--- src/rtl/sram_bus_ctrl.sv ---
// AVR-to-SRAM bus bridge: serial address load, address auto-increment, wait-stated read/write FSM.
// Optional SNES pass-through is compiled in with `define SNES_MODE_EN.
module sram_bus_ctrl #(
  parameter int ADDR_W      = 21,
  parameter int DATA_W      = 8,
  parameter int WAIT_CYCLES = 1
) (
  input  logic              avr_clk,
  input  logic              avr_reset,
  input  logic              avr_si,
  input  logic              avr_sreg_en_n,
  input  logic              avr_counter_n,
  input  logic              avr_oe_n,
  input  logic              avr_we_n,
  input  logic [DATA_W-1:0] avr_data_in,
  output logic [DATA_W-1:0] avr_data_out,
  output logic              avr_data_oe,
  input  logic [DATA_W-1:0] sram_data_in,
  output logic [DATA_W-1:0] sram_data_out,
  output logic              sram_data_oe,
  output logic [ADDR_W-1:0] sram_addr,
  output logic              sram_ce_n,
  output logic              sram_oe_n,
  output logic              sram_we_n,
  output logic              busy,
  output logic              err,
`ifdef SNES_MODE_EN
  input  logic              snes_mode,
  input  logic [ADDR_W-1:0] snes_addr,
  input  logic              snes_rd_n,
`endif
  output logic [2:0]        dbg_state
);

  typedef enum logic [2:0] {
    IDLE, RD_SETUP, RD_WAIT, RD_LATCH, WR_SETUP, WR_PULSE, WR_HOLD, RECOVER
  } state_t;

  state_t            state, next_state;
  logic [ADDR_W-1:0] addr;
  logic [4:0]        wait_cnt;
  logic [1:0]        oe_sy, we_sy, cnt_sy;
  logic              we_prev, cnt_prev;
  logic              oe_s, we_s, cnt_s, we_fall, cnt_fall;
  logic              wr_pend, inc_pend, inc_apply;
  logic              start_wr, conflict;
  logic              ce_c, oe_c, we_c, doe_c;
  logic              snes_block;

  // Requests are levels/edges on the synchronised pins; the AVR never waits on a ready.
  assign oe_s     = oe_sy[1];
  assign we_s     = we_sy[1];
  assign cnt_s    = cnt_sy[1];
  assign we_fall  = we_prev & ~we_s;
  assign cnt_fall = cnt_prev & ~cnt_s;
  assign inc_apply = (state == IDLE) && avr_sreg_en_n && inc_pend;

  always_ff @(posedge avr_clk or posedge avr_reset) begin
    if (avr_reset) begin
      oe_sy    <= 2'b11;
      we_sy    <= 2'b11;
      cnt_sy   <= 2'b11;
      we_prev  <= 1'b1;
      cnt_prev <= 1'b1;
    end else begin
      oe_sy    <= {oe_sy[0], avr_oe_n};
      we_sy    <= {we_sy[0], avr_we_n};
      cnt_sy   <= {cnt_sy[0], avr_counter_n};
      we_prev  <= we_s;
      cnt_prev <= cnt_s;
    end
  end

`ifdef SNES_MODE_EN
  logic snes_act;
  assign snes_block = snes_mode | snes_act;

  always_ff @(posedge avr_clk or posedge avr_reset) begin
    if (avr_reset)         snes_act <= 1'b0;
    else if (!snes_mode)   snes_act <= 1'b0;
    else if (state == IDLE) snes_act <= 1'b1;
  end
`else
  assign snes_block = 1'b0;
`endif

  always_comb begin
    next_state = state;
    start_wr   = 1'b0;
    conflict   = 1'b0;
    ce_c       = 1'b1;
    oe_c       = 1'b1;
    we_c       = 1'b1;
    doe_c      = 1'b0;
    case (state)
      IDLE: begin
        if (!snes_block) begin
          if (!oe_s && !we_s) begin
            conflict = 1'b1;
          end else if (we_fall || wr_pend) begin
            start_wr   = 1'b1;
            next_state = WR_SETUP;
          end else if (!oe_s) begin
            next_state = RD_SETUP;
          end
        end
      end
      RD_SETUP: begin
        ce_c = 1'b0;
        oe_c = 1'b0;
        next_state = (WAIT_CYCLES == 0) ? RD_LATCH : RD_WAIT;
      end
      RD_WAIT: begin
        ce_c = 1'b0;
        oe_c = 1'b0;
        if (wait_cnt == 5'(WAIT_CYCLES - 1)) next_state = RD_LATCH;
      end
      RD_LATCH: begin
        ce_c = 1'b0;
        next_state = RECOVER;
      end
      WR_SETUP: begin
        ce_c  = 1'b0;
        doe_c = 1'b1;
        next_state = WR_PULSE;
      end
      WR_PULSE: begin
        ce_c  = 1'b0;
        we_c  = 1'b0;
        doe_c = 1'b1;
        if (wait_cnt == 5'(WAIT_CYCLES)) next_state = WR_HOLD;
      end
      WR_HOLD: begin
        ce_c  = 1'b0;
        doe_c = 1'b1;
        next_state = RECOVER;
      end
      RECOVER: next_state = IDLE;
      default: next_state = IDLE;
    endcase
  end

  always_ff @(posedge avr_clk or posedge avr_reset) begin
    if (avr_reset) begin
      state         <= IDLE;
      wait_cnt      <= '0;
      addr          <= '0;
      avr_data_out  <= '0;
      sram_data_out <= '0;
      wr_pend       <= 1'b0;
      inc_pend      <= 1'b0;
      err           <= 1'b0;
    end else begin
      state    <= next_state;
      wait_cnt <= (next_state != state) ? 5'd0 : wait_cnt + 5'd1;
      if (next_state == RD_LATCH && state != RD_LATCH) avr_data_out <= sram_data_in;
      if (start_wr) sram_data_out <= avr_data_in;

      // One-deep write queue; an edge that finds it full is lost and flagged.
      if (conflict) begin
        err     <= 1'b1;
        wr_pend <= 1'b0;
      end else if (start_wr) begin
        wr_pend <= wr_pend & we_fall;
      end else if (we_fall && !snes_block) begin
        if (wr_pend) err <= 1'b1;
        else         wr_pend <= 1'b1;
      end

      if (!avr_sreg_en_n) begin
        if (state == IDLE) addr <= {addr[ADDR_W-2:0], avr_si};
        else               err  <= 1'b1;
      end else if (inc_apply) begin
        addr <= addr + ADDR_W'(1);
      end

      if (cnt_fall)       inc_pend <= 1'b1;
      else if (inc_apply) inc_pend <= 1'b0;
    end
  end

  assign avr_data_oe = ~oe_s & we_s;
  assign busy        = (state != IDLE);
  assign dbg_state   = state;

`ifdef SNES_MODE_EN
  assign sram_addr    = snes_act ? snes_addr : addr;
  assign sram_ce_n    = snes_act ? snes_rd_n : ce_c;
  assign sram_oe_n    = snes_act ? snes_rd_n : oe_c;
  assign sram_we_n    = snes_act | we_c;
  assign sram_data_oe = ~snes_act & doe_c;
`else
  assign sram_addr    = addr;
  assign sram_ce_n    = ce_c;
  assign sram_oe_n    = oe_c;
  assign sram_we_n    = we_c;
  assign sram_data_oe = doe_c;
`endif

endmodule

--- config.mk ---
export PLATFORM = sky130hd
export DESIGN_NAME = sram_bus_ctrl
export DESIGN_NICKNAME = d
export VERILOG_FILES = /design/src/rtl/sram_bus_ctrl.sv
export SDC_FILE = /design/constraint.sdc
export NUM_CORES = 1
export LEC_CHECK = 0
export CORE_MARGIN = 2
export CORE_UTILIZATION = 50
export CTS_CLUSTER_SIZE = 25
export DETAILED_ROUTE_END_ITERATION = 16
export PLACE_DENSITY_LB_ADDON = 0.1
export SLEW_MARGIN = 15
export SYNTH_ARGS = -nofsm -noshare
export SYNTH_HDL_FRONTEND = slang
export SYNTH_SLANG_ARGS = --single-unit
--- constraint.sdc ---
create_clock -name avr_clk -period 4.33 [get_ports avr_clk]
set_input_delay 0.866 -clock avr_clk [delete_from_list [all_inputs] [get_ports avr_clk]]
set_output_delay 0.866 -clock avr_clk [all_outputs]
set_load 0.02 [all_outputs]
==> flow_summary.yaml <==
critical_path:
  timing.rr.end: "sram_addr[19]"
  cp.required_ns: 3.46
  r2r_cells: 6
  critPathKind: "flop to output pin"
  cp_data_arrival_time_ns: 2.14
  critPathSlowestCell: "clkdlybuf4s50_1"
  crit_fanout: 17
  crit_path_start: "dbg_state[0]"
  rrSetupSlack_ns: 2.31
  crit_path_start_kind: "flop"
  crit_path_cell_trace: "nor3_2, buf_4, inv_2, nand2_1, clkdlybuf4s50_1"
  worstSetupEndpointType: "output pin"
  r2r-start: "dbg_state[0]"
  slowest_delay_ns: 0.61
timing:
  setup_viol: 0
  relSlewSlack: 0.5424
  max_freq_mhz: 332.6
  rsz0062_at_grt: "no"
  fin_crit_sh: 0.6943
  tns_ns: 0
  hold_viol: 0
  fin_crit_ns: 3.006
  drv_slew: 0
  fin_skew_ns: 0.005436
  worstMarginPinSlew_ns: 0.6854
yosys:
  synthAdderAreaFrac: 0.01775
  postSynthRegisterBits: 56
  synthXorXnorAreaFrac: 0.009321
  synth_edf_count: 0
  netlist_top_cells_area: "dfrtp_1 (43%), dfstp_2 (7.5%), mux2_2 (6.4%)"
  synth.distinct_cells: 57
  async_flop_share: 1.000
  yosysTopAreaCell: "dfrtp_1"
  synth_warnings: 0
  ys.flop_type: "dfrtp_1"
  syn_nets: 299
  synth-simple-area-share: 0.1829
  syn_area_sq_um: 2819
  yosysSeqAreaShare: 0.5007
  synth_mux_area_frac: 0.08167
  synthCells: 272
  synth_top_area_frac: 0.4261
  synth_compound_gate_area_share: 0.1793
  synth_top_family_by_area: "simple AND/OR/NAND/NOR gates"
  avgSynthCellArea_sq_um: 10.36
pwr:
  power_switching_w: 0.0009147
  vdd_drop_max_mv: 0.3717
  p_clk_frac: 0.132
  p_leak_nw: 1.491
  intPower_w: 0.001318
  p_comb_frac: 0.471
  p_sw_frac: 0.4098
  powerDensity_nw_per_um2: 609.3
  total_power_w: 0.002232
  pwr-share-seq: 0.397
cts:
  cts.path.max_buffers: 2
  cts_root_buffer: "clkbuf_8"
  postCtsHoldBufs: 0
  cts_setup_buffers: 0
  cts_buffers: 5
  clk_latency_ns: 0.31
  cts_tree: "done"
  post_cts_resize_count: 0
  cts_num_sinks: 56
  cts_max_level: 2
  path_clk_slew_ns: 0.10
global_routing:
  use_met2: 0.3534
  grt-ovfl-total: 0
  grt_util_met1: 0.2969
  grt_most_used_layer: "met2"
  gr-usage-met3: 0.06136
  grt_max_degree: 35
  grt_usage: 0.2184
  antenna_found_initial: 0
  grt_pass1_wl_microns: 10920
  grt_pass1_vias: 2299
detailed_routing:
  viasPerCell: 5.808
  wl_per_cell_microns: 15.67
  vias: 2393
  firstDrtPassIters: 5
  drtAntennaViolNets: 0
  routed_wl_microns: 6458
  drt_iter0_markers: 195
  drc: 0
die:
  design.die.area_sq_um: 6254
  die_w_microns: 79.09
  io_pins: 70
  core_sq_um: 5473
  start_util: 0.5151
  die_h_microns: 79.09
  std_cell_rows: 27
place:
  dp.cells: 404
  io_buffers: 69
  gp_congestion: 0.8365
  dpl.hpwl_microns: 4589
run_status:
  status: "completed"
finish:
  final_core_util: 0.6694
  nNetsFinal: 366
  n_antenna_cell: 0
  mostFrequentLayoutCell: "clkdlybuf4s50_1"
  fillers: 450
  synthToLayoutAreaGrowth_pct: 29.96
  drive_gt1_frac: 0.1382
  mostFrequentLayoutCells: "clkdlybuf4s50_1 (69), dfrtp_1 (48), a21oi_1 (23), nor2_1 (21), nand2_1 (18)"
  layout.cells.non_filler: 412
flow_run:
  cap_violations: 0
min_path:
  hold_path.class: "flop to flop"
  hold_path.startpoint: "cnt_sy[0]"
  whs_path_depth: 0
  hold_path_end: "cnt_sy[1]"
## registers in the layout (all words and copies together), names as in the netlist
signal	cells
cnt_sy	2
wr_pend	1
dbg_state	3
inc_pend	1
cnt_prev	1
avr_data_out	8
we_sy	2
sram_data_out	8
err	1
wait_cnt	5
oe_sy	2
sram_addr	21
we_prev	1
## area by class of cell
cell class	count	area, sq um	area share
sequential	56	1411	0.3852
tap	72	90.09	0.02459
timing repair buffer	72	713.2	0.1947
clock inverter	3	22.52	0.006148
clock buffer	5	68.82	0.01878
inverter	8	30.03	0.008197
multi-input combinational	196	1328	0.3624
## worst max-delay path by stage
| stage | depth (start not counted) | endpoint | slack (ns) |
|---|---|---|---|
| after CTS | 5 | sram_ce_n | 1.31 |
| after detailed placement | 6 | sram_addr[17] | 1.53 |
| after global placement | 6 | sram_addr[17] | 1.52 |
| after floorplan | 4 | sram_ce_n | 2.01 |
| after global routing | 5 | sram_ce_n | 1.20 |
| final | 5 | sram_ce_n | 1.32 |
## kinds of logic after synthesis
logic type / after synthesis
fa+ha+maj: 4
xor+xnor: 3
buf+inv: 20
flops: 56
simple gates: 94
mux: 21
compound gates: 74
## worst max-delay path, delay by kind of cell (launching register included)
family / cells / cell delay (ns)
and+or+nand+nor: 2 / 0.30
buffers and inverters: 3 / 1.01
DFF: 1 / 0.52
## power by group through the flow
stage	Combinational (W)	Clock [W]	Sequential [W]
6_report	0.00105	0.000294	0.000886
5_1_grt	0.00114	0.000324	0.000920
4_1_cts	0.00106	0.000303	0.000884
3_5_place_dp	0.00105	0	0.000893
3_3_place_gp	0.00104	0	0.000886
2_1_floorplan	0.000488	0	0.000994
## metal layers
layer	wire, microns	vias to the layer above
met4	44	0
met2	3064	100
met1	2893	1148
met5	0	-
met3	456	4
li1	-	1141
## through the flow
stage	area, sq um	hold WS [ns]	setup WS (ns)
floorplan	2819	0.3452	2.009
global placement	3572	0.3454	1.520
detailed placement	3572	0.3476	1.528
CTS	3664	0.3601	1.314
global route	3664	0.3662	1.198
finish	3664	0.3611	1.324
## synthesized netlist by cell type, types with 2 or more instances
master    count
a211oi_1      3
a21o_1        4
a21oi_1      23
a221oi_1      2
a22oi_1       3
a311oi_1      4
a31oi_1       2
and2_1        4
and3_1        4
and4_1        4
buf_2         3
clkbuf_1      7
dfrtp_1      48
dfstp_2       8
ha_1          4
inv_1         7
mux2_2       16
mux2i_1       5
nand2_1      18
nand2b_1      6
nand3_1      12
nand4_1       4
nor2_1       21
nor2b_1       2
nor3_1        5
nor4b_1       2
o21ai_0       9
o21ai_1       3
o221ai_1      2
o22ai_1       4
o32ai_1       2
o41ai_1       2
or3_1         4
xor2_1        2
(Power assumes the default switching activity.)
